===== config.mk =====
export PLATFORM = sky130hd
export DESIGN_NAME = countdown_timer
export DESIGN_NICKNAME = d
export VERILOG_FILES = /design/src/rtl/timer_pkg.sv /design/src/rtl/tick_prescaler.sv /design/src/rtl/countdown_timer.sv
export SDC_FILE = /design/constraint.sdc
export NUM_CORES = 1
export LEC_CHECK = 0
export BUFFER_PORTS_ARGS = -buffer_cell sky130_fd_sc_hd__buf_4
export CAP_MARGIN = 25
export CORE_AREA = 2 2 54 56
export CTS_BUF_LIST = sky130_fd_sc_hd__clkbuf_4 sky130_fd_sc_hd__clkbuf_8
export DETAILED_ROUTE_END_ITERATION = 8
export DIE_AREA = 0 0 56 58
export SLEW_MARGIN = 20
export SYNTH_ARGS = -nofsm -noshare
export SYNTH_HDL_FRONTEND = slang
export SYNTH_HIERARCHICAL = 1
export SYNTH_SLANG_ARGS = --single-unit
export TNS_END_PERCENT = 1

===== constraint.sdc =====
create_clock -name clk -period 1.7 [get_ports clk]
set_input_delay 0.085 -clock clk [delete_from_list [all_inputs] [get_ports clk]]
set_output_delay 0.085 -clock clk [all_outputs]
set_load 0.02 [all_outputs]

===== src/rtl/timer_pkg.sv =====
// Shared types and constants for the countdown timer.
package timer_pkg;

  // Controller states: IDLE holds the count, RUN decrements on each tick.
  typedef enum logic {
    IDLE = 1'b0,
    RUN  = 1'b1
  } state_t;

  // Encoding of the mode input.
  localparam logic ONE_SHOT = 1'b0;
  localparam logic PERIODIC = 1'b1;

endpackage : timer_pkg


===== src/rtl/tick_prescaler.sv =====
// Divides the enable input into a tick every PRESCALE enabled cycles.
// Instantiated by countdown_timer only when COUNTDOWN_PRESCALE_EN is defined.
module tick_prescaler #(
  parameter int PRESCALE = 4
) (
  input  logic clk,
  input  logic rst,
  input  logic en,
  input  logic clear,
  output logic tick
);

  localparam int CW = (PRESCALE > 1) ? $clog2(PRESCALE) : 1;
  localparam logic [CW-1:0] LAST = CW'(PRESCALE - 1);

  logic [CW-1:0] pre_cnt;

  assign tick = en && (pre_cnt == LAST);

  // Enabled-cycle counter; restarts on clear so a new period starts aligned.
  always_ff @(posedge clk or negedge rst) begin
    if (!rst) begin
      pre_cnt <= '0;
    end else if (clear || tick) begin
      pre_cnt <= '0;
    end else if (en) begin
      pre_cnt <= pre_cnt + CW'(1);
    end
  end

endmodule : tick_prescaler


===== src/rtl/countdown_timer.sv =====
// Loadable countdown timer with one-shot / periodic modes and a registered
// terminal-count pulse. Optional build macro COUNTDOWN_PRESCALE_EN inserts a
// tick prescaler so each decrement takes PRESCALE enabled cycles.
module countdown_timer
  import timer_pkg::*;
#(
  parameter int WIDTH = 8
`ifdef COUNTDOWN_PRESCALE_EN
  ,
  parameter int PRESCALE = 4
`endif
) (
  input  logic             clk,
  input  logic             rst,
  input  logic             en,
  input  logic             load,
  input  logic [WIDTH-1:0] load_val,
  input  logic             mode,
  input  logic             stop,
  output logic [WIDTH-1:0] count,
  output logic             tc,
  output logic             busy
);

  state_t           state, state_next;
  logic [WIDTH-1:0] reload, reload_next;
  logic [WIDTH-1:0] count_next;
  logic             tc_next;
  logic             tick;

`ifdef COUNTDOWN_PRESCALE_EN
  // Prescaler realigns on every event that starts or ends a period.
  tick_prescaler #(
    .PRESCALE (PRESCALE)
  ) u_prescaler (
    .clk   (clk),
    .rst   (rst),
    .en    (en && (state == RUN)),
    .clear (stop || load || tc_next),
    .tick  (tick)
  );
`else
  assign tick = en;
`endif

  assign busy = (state == RUN);

  // Next-state logic with precedence stop > load > decrement.
  // NOTE: every output of this block gets a default first so no path leaves a
  // signal unassigned, which would otherwise infer a latch.
  always_comb begin
    state_next  = state;
    count_next  = count;
    reload_next = reload;
    tc_next     = 1'b0;
    if (stop) begin
      state_next = IDLE;
    end else if (load) begin
      if (load_val != '0) begin
        count_next  = load_val;
        reload_next = load_val;
        state_next  = RUN;
      end else begin
        count_next = '0;
        state_next = IDLE;
      end
    end else if ((state == RUN) && tick) begin
      if (count <= WIDTH'(1)) begin
        // Terminal edge: mode is looked at only here.
        tc_next = 1'b1;
        if (mode == PERIODIC) begin
          count_next = reload;
        end else begin
          count_next = '0;
          state_next = IDLE;
        end
      end else begin
        count_next = count - WIDTH'(1);
      end
    end
  end

  // State, count, reload value and registered terminal-count pulse.
  // NOTE: sequential state uses non-blocking assignments so all registers
  // update together from values sampled before the edge.
  always_ff @(posedge clk or negedge rst) begin
    if (!rst) begin
      state  <= IDLE;
      count  <= '0;
      reload <= '0;
      tc     <= 1'b0;
    end else begin
      state  <= state_next;
      count  <= count_next;
      reload <= reload_next;
      tc     <= tc_next;
    end
  end

endmodule : countdown_timer


==> results, run 1 <==
- By area the synthesized netlist is led by sky130_fd_sc_hd__dfrtp_1 44%, sky130_fd_sc_hd__a22o_1 6.8%, sky130_fd_sc_hd__a31oi_1 4.9%.
- The die footprint is 0.00325 mm^2.
- The number of hold violations in the final report was 0.
- The remaining global-route overflow is 0.
- Among all flip-flop cells after synthesis, the most frequent one is sky130_fd_sc_hd__dfrtp_1.
- Each instance of the synthesized netlist takes up on average 9.77 um^2.
- Before CTS, the worst setup slack after placement is 0.0382 ns.
- Clock-pin slew was measured on the worst setup and hold paths at 0.11 ns.
- The number of global-route vias before repair is 914.
- For this configuration, the core starts out at a cell density of 0.385.
- The placeable core region is 0.00266 mm^2.
- For this run, the top clock speed supported by timing is 609 MHz.
- The area share of the leading cell type in the synthesized netlist is 0.439.
- Measured in cells, the most critical reg-to-reg path has a length of 7.
- The count of final max-slew check failures is 0.
- In this run the critical register-to-register path is captured at count[5].
- The critical path crosses 7 cells after its start point.
- The register bit total from synthesis is 18.
- In this run the number of H-tree levels came out at 1.
- The placement row count is 19.
- The power density normalized to cell area is 898 mW/mm^2.
- The number of placed instances, taps included is 163.
- After detailed routing, the average wire length per cell comes to 16.6 um.
- The first global-routing pass estimated 4.62 mm of wire.
- The number of antenna violations at the first check in global routing was 0.
- The slowest cell on the critical path is sky130_fd_sc_hd__dfrtp_2.
- The capturing element of the worst setup path is count[5].
- The total setup violations reported at the end of the flow is 0.
- The first routing iteration left 51 violations.
- The data required time of the worst path is 1.88 ns.
- The run finished with clean final reports.
- The maximum net fanout on the critical path is 6.
- The clock root buffer is sky130_fd_sc_hd__clkbuf_4.
- The type of element capturing the critical path is a flip-flop.
- At the later pin of the worst-skew pair, clock insertion delay measures 0.29 ns.
- The final cycle utilization of the critical path is 0.966.
- The floorplan step set the die width to 56 um.
- Summing every instance area after synthesis gives 0.00103 mm^2.
- The hold path depth is 2.
- The most common cell after layout, fill and taps aside is sky130_fd_sc_hd__buf_4.
- Using the TritonRoute via totals, the vias-per-cell ratio works out to 6.02.
- Across the whole layout, storage elements account for 453 um^2.
- At the worst endpoint, the arrival time is 1.82 ns.
- The largest voltage drop on the vdd net is 0.566 mV.
- Setup repair after global routing could not meet its margin everywhere.
- The number of clock buffers added by TritonCTS is 3.
- The fraction of final layout cells sized beyond drive strength 1 is 0.397.
- The number of antenna diodes in the final layout is 0.
- The total wirelength of the detailed-routed design is 2.85 mm.
- The critical path in this run is classified as reg2reg.
- The analysis attributes to cell leakage a power of 0.615 nW.
- The worst setup path is launched from a flip-flop.
- The final instance count without filler cells is 172.
- In this run the critical register-to-register path is launched from count[0].
- The maximum clock skew at final layout is 0.00798 ns.
- The filler cells instantiated in the layout total 266.
- The die is 58 um tall.
- TritonCTS built the clock tree.
- Summed over all failing endpoints, the final setup total negative slack is 0 ns.
- The cell count after synthesis is 105.
- The area of the multi-input gates is 579 um^2.
- In this run, synthesis inferred 0 flip-flops with an integrated enable.
- Counting along the longest clock path gives a buffer depth of 2.
- The sequential share of the synthesized area is 0.439.
- The total nets after synthesis is 121.
- The post-synthesis cell type with the largest combined area is sky130_fd_sc_hd__dfrtp_1.
- Compared with the post-synthesis result, the final layout area differs by 36.0%.
- On the final layout, the worst hold slack is 0.0193 ns.
- In this run the worst setup path begins at count[0].
- In this run the tightest slew margin relative to its limit is 0.730.
- The number of I/O pins is 24.
- For this run, the total global-route usage over all layers was measured as 0.180.
- For this run, design rule violations remaining after detail routing come to 0.
- The number of search-and-repair iterations in the first detailed-routing pass is 4.
- The worst hold-check path type is in2reg.
- The count of buffers from port buffering is 23.
- The count of clock tree sinks is 18.
- The category of cells accounting for the largest share of critical-path delay is flip-flops.
- Summing over every cut layer, the via total after detailed routing is 1036.
- The detailed-placement wirelength estimate is 2.05 mm.
- The top cell types in the final layout, fill and taps aside, are 35 x sky130_fd_sc_hd__buf_4, 16 x sky130_fd_sc_hd__dfrtp_1, 8 x sky130_fd_sc_hd__a31oi_1, 8 x sky130_fd_sc_hd__a22o_1, 7 x sky130_fd_sc_hd__a21oi_1.
- Setup slack closes at 0.0581 ns.
- Max-cap violations in this run came to 0.
- The clock period minus final worst setup slack is 1.64 ns.
- The slack of the worst reg-to-reg path is 0.06 ns.
- The final net count is 158.
- The number of distinct library cells after synthesis is 37.
- The total buffers and inverters traversed by the critical path is 2.
- The proportion of synthesized flip-flops having asynchronous set or reset is 1.00.
- The transition time at the pin with the least slew margin is 0.405 ns.
- Entering global routing, the biggest net connects 19 pins.
- The congestion estimate from routability-driven global placement came to 0.841.
- The number of nets still failing antenna checks after routing is 0.
- The maximum single-stage delay on the critical path is 0.44 ns.
- Walking the worst path, the cells encountered are inv_2 -> ha_4 -> or2_4 -> and3_4 -> buf_4 -> a32oi_2 -> a21oi_1.
- During synthesis, Yosys emitted a total of 6 warnings.
flip-flops by register name (all words and copies together) (netlist names):
signal,count
busy,1
tc,1
count,8
reload,8
through the flow:
step	util	power, mW	instance area (um^2)
2_1_floorplan	-	0.788	1060
3_3_place_gp	0.489	0.963	1300
3_5_place_dp	0.489	0.968	1300
4_1_cts	0.507	1.24	1350
5_1_grt	0.524	1.32	1400
6_report	0.524	1.25	1400
cells by family (layout without fill, tap and decap cells):
kind of cell / count (synthesis) / after routing / share of synthesized area
AOI/OAI and AO/OA: 40 / 40 / 0.278
xor gates and xnor gates: 3 / 3 / 0.0256
adders and majority gates: 2 / 2 / 0.0244
buffers and inverters: 9 / 44 / 0.0488
DFF: 18 / 18 / 0.439
and+or+nand+nor: 33 / 34 / 0.184
cell usage after synthesis (2+ instances only):
cell type,count
sky130_fd_sc_hd__o22ai_1,6
sky130_fd_sc_hd__a22o_1,8
sky130_fd_sc_hd__inv_1,4
sky130_fd_sc_hd__a31oi_1,8
sky130_fd_sc_hd__nand3_1,5
sky130_fd_sc_hd__a21oi_1,7
sky130_fd_sc_hd__nand2_1,5
sky130_fd_sc_hd__clkbuf_1,2
sky130_fd_sc_hd__buf_6,2
sky130_fd_sc_hd__dfrtp_1,18
sky130_fd_sc_hd__nor2_1,6
sky130_fd_sc_hd__ha_1,2
sky130_fd_sc_hd__xor2_1,3
sky130_fd_sc_hd__or4_1,2
sky130_fd_sc_hd__nor3_1,5
worst min path at each step:
stage | startpoint | to | slack (ns)
finish | load_val[0] | reload[0] | 0.02
global route | load_val[0] | reload[0] | 0.02
CTS | load_val[0] | reload[0] | 0.01
detailed placement | rst | reload[2] | -0.03
global placement | rst | reload[2] | -0.03
floorplan | rst | busy | -0.21
layer usage:
metal / vias to the layer above / global-route usage / wire length [um]
li1: 488 / - / -
met1: 503 / 0.280 / 1310
met2: 43 / 0.259 / 1320
met3: 2 / 0.0223 / 206
met4: 0 / 0.0612 / 16
met5: - / 0 / 0
power by group:
group,leakage [nW],internal (mW),switching (mW)
combinational,0.376,0.210,0.225
sequential,0.218,0.485,0.0670
clock,0.0210,0.130,0.135
total,0.615,0.825,0.427
cell type report:
type | instances | share of cell area
clock buffers | 4 | 0.0260
inverters | 4 | 0.0108
multi-input cells | 79 | 0.415
flip-flops and latches | 18 | 0.325
well taps | 31 | 0.0278
repair buffers | 36 | 0.196
repair_timing:
action	4_1_cts	5_1_grt
hold buffers	1	0
resized for setup	0	3
setup buffers	0	3
hold endpoints to repair	18	0
endpoints found under the setup margin	0	4
Note: power is estimated with default switching activity, not from simulation.
==> inputs of run 2 (changes only) <==
Settings changed: CELL_PAD_IN_SITES_DETAIL_PLACEMENT set to 0, CELL_PAD_IN_SITES_GLOBAL_PLACEMENT set to 2, CORE_AREA 2 2 54 56 to 2 2 62 64, DIE_AREA 0 0 56 58 to 0 0 64 66, PLACE_DENSITY_LB_ADDON set to 0.1.
==> run 2 against run 1 <==
  * Via count is 0.87% higher
  * Routed wire length is 12% higher
  * Largest cell class unchanged
  * First-iteration DRC count did not move
  * Critical path depth down 1
  * Total power grew 4.3%
  * Sequential power fell by 1%
  * Die area is 30% higher
  * Non-clock buffer count increased by 5
==> results, run 2 (synthesis results as in run 1) <==
- The run finished with clean final reports.
- For this run the aggregate overflow at the end of global routing stands at 0.
- Wires add up to 3.18 mm.
- Power spread over the standard cell area amounts to 892 mW/mm^2.
- The number of hold violations in the final report is 0.
- OpenSTA, run right after detailed placement, puts the worst setup slack at 0.0425 ns.
- The clock net in this run drives a total of 18 sinks.
- The type of element capturing the critical path is a flip-flop.
- The share of total power dissipated in sequential elements is 0.416.
- Including well taps, the total number of placed cells is 184.
- The total setup violations reported at the end of the flow is 0.
- The critical setup path kind is reg2reg.
- The slowest cell on the critical path is sky130_fd_sc_hd__dfrtp_2.
- The routed wirelength normalized by instance count is 16.5 um.
- The switching power summed over all nets is 0.451 mW.
- The die is 64 um wide.
- The switching share of power is 0.345.
- The number of buffers and inverters on the critical path is 1.
- The congestion estimate from routability-driven global placement came to 0.782.
- After clock tree synthesis, the clock-pin slew on the worst setup and hold paths is 0.10 ns.
- Across every metal layer, demand over resource in global routing totals 0.154.
- Detailed placement ended at an HPWL of 2.35 mm.
- The global-route wire length before repair is 4.93 mm.
- The final net count is 162.
- CTS built an H-tree with a depth of 1.
- The fraction of final layout cells sized beyond drive strength 1 is 0.421.
- Clock skew on the completed layout was measured at 0.00971 ns.
- For this run, design rule violations remaining after detail routing come to 0.
- For this block, the via count after detailed routing is 1045.
- TritonCTS created 3 clock buffers.
- The final instance count without filler cells is 193.
- TritonCTS built the clock tree.
- Entering global routing, the biggest net connects 19 pins.
- For the worst setup path, the data arrival time is 1.82 ns.
- The clock period minus final worst setup slack is 1.65 ns.
- After the first detailed-routing iteration, the DRC count stood at 51.
- The mean number of vias per cell is 5.41.
- The buffer depth of the longest clock path is 2.
- The clock share of power is 0.207.
- The worst hold-check path type is in2reg.
- Once layout is complete, the utilization of the core stands at 0.413.
- The number of antenna violations at the first check in global routing was 0.
- The die footprint is 0.00422 mm^2.
- The category of cells accounting for the largest share of critical-path delay is simple AND/OR/NAND/NOR gates.
- The largest registers in the layout are count: 8 flops, reload: 8 flops.
- The layout filler cell count is 367.
- For the pin with the worst max-slew slack, the measured transition is 0.380 ns.
- CTS placed an instance of sky130_fd_sc_hd__clkbuf_4 at the clock tree root.
- The sum of negative setup slack is 0 ns.
- The type of element launching the critical path is a flip-flop.
- For this design the top-level I/O count stands at 24.
- The floorplan has 22 rows.
- Leaving out fill and tap cells, the most frequent cells in the layout are 39 x sky130_fd_sc_hd__buf_4, 16 x sky130_fd_sc_hd__dfrtp_1, 8 x sky130_fd_sc_hd__a22o_1, 7 x sky130_fd_sc_hd__a31oi_1, 7 x sky130_fd_sc_hd__a21oi_1.
- The worst setup slack after layout is 0.0549 ns.
- The height of the die is 66 um.
- The post-route total power is 1.31 mW.
- The worst slew margin relative to its limit is 0.746.
- The share of total power dissipated in combinational logic is 0.377.
- The number of search-and-repair iterations in the first detailed-routing pass is 4.
- The number of global-route vias before repair is 1008.
- In this run the cell area measured after placement is 0.00135 mm^2.
- The data required time of the worst path is 1.88 ns.
- The placeable core region is 0.00355 mm^2.
- The starting density of the core is 0.289.
- At the later pin of the worst-skew pair, clock insertion delay measures 0.30 ns.
- The number of nets still failing antenna checks after routing is 0.
- The final cycle utilization of the critical path is 0.968.
- Setup repair after global routing could not meet its margin everywhere.
- Leaving out fill and tap cells, the most frequent cell in the layout is sky130_fd_sc_hd__buf_4.
- The maximum net fanout on the critical path is 10.
- The number of antenna diodes is 0.
- Traced cell by cell, the critical path runs through inv_2 -> ha_4 -> or2_4 -> and3_4 -> a311oi_2 -> o32ai_2.
- Summed over all cells, the static leakage comes to 0.637 nW.
- The highest achievable clock rate is 608 MHz.
- The largest voltage drop on the vdd net is 0.393 mV.
- From synthesis to final layout, the design area changed by 42.8%.
- The count of buffers from port buffering is 23.
- The maximum single-stage delay on the critical path is 0.43 ns.
- The final hold slack is 0.0247 ns.
- The count of final max-slew check failures is 0.
- After routing the design area is 0.00147 mm^2.
- Cell internal power was estimated by the tool at 0.856 mW.
- The number of max-cap violations is 0.
[run 2: changes by cell type in the layout (fill, tap and decap cells not counted), sizes merged]
cell  change
buf       +5
and3      -1
[run 2: worst paths after layout]
| check | slack, ns | cells after the start | start | to |
|---|---|---|---|---|
| hold reg to reg | 0.52 | 1 | reload[3] | reload[3] |
| hold / removal | 0.02 | 2 | load_val[3] | reload[3] |
| min in group asynchronous | 0.18 | 2 | rst | busy |
| setup reg to reg | 0.05 | 6 | count[0] | count[0] |
| setup / recovery | 0.05 | 6 | count[0] | count[0] |
| max in group asynchronous | 1.30 | 2 | rst | count[0] |
[run 2: power by group through the flow]
stage,sequential (mW),combinational [mW],clock [mW]
6_report,0.544,0.493,0.270
5_1_grt,0.551,0.538,0.293
4_1_cts,0.540,0.452,0.281
3_5_place_dp,0.549,0.448,0
3_3_place_gp,0.550,0.452,0
2_1_floorplan,0.595,0.193,0
[run 2: what timing repair did]
action | 4_1_cts | 5_1_grt
gates resized for setup | 0 | 5
buffers inserted | 0 | 4
hold buffers | 1 | 0
endpoints found under the setup margin | 0 | 4
endpoints found under the hold margin | 18 | 0
[run 2: area by class of cell]
| type | instances | area, um^2 | share of cell area |
|---|---|---|---|
| multi-input cells | 78 | 587 | 0.401 |
| clock buffers | 4 | 36.3 | 0.0248 |
| inverters | 4 | 15.0 | 0.0102 |
| well taps | 48 | 60.1 | 0.0410 |
| flip-flops and latches | 18 | 453 | 0.309 |
| repair buffers | 41 | 314 | 0.214 |
[run 2: metal layers]
| metal | track usage | vias to the layer above | part of all wire |
|---|---|---|---|
| met5 | 0 | - | 0 |
| met4 | 0.0625 | 0 | 0.016 |
| met3 | 0.0170 | 6 | 0.061 |
| met2 | 0.242 | 38 | 0.47 |
| met1 | 0.214 | 510 | 0.45 |
| li1 | - | 491 | - |
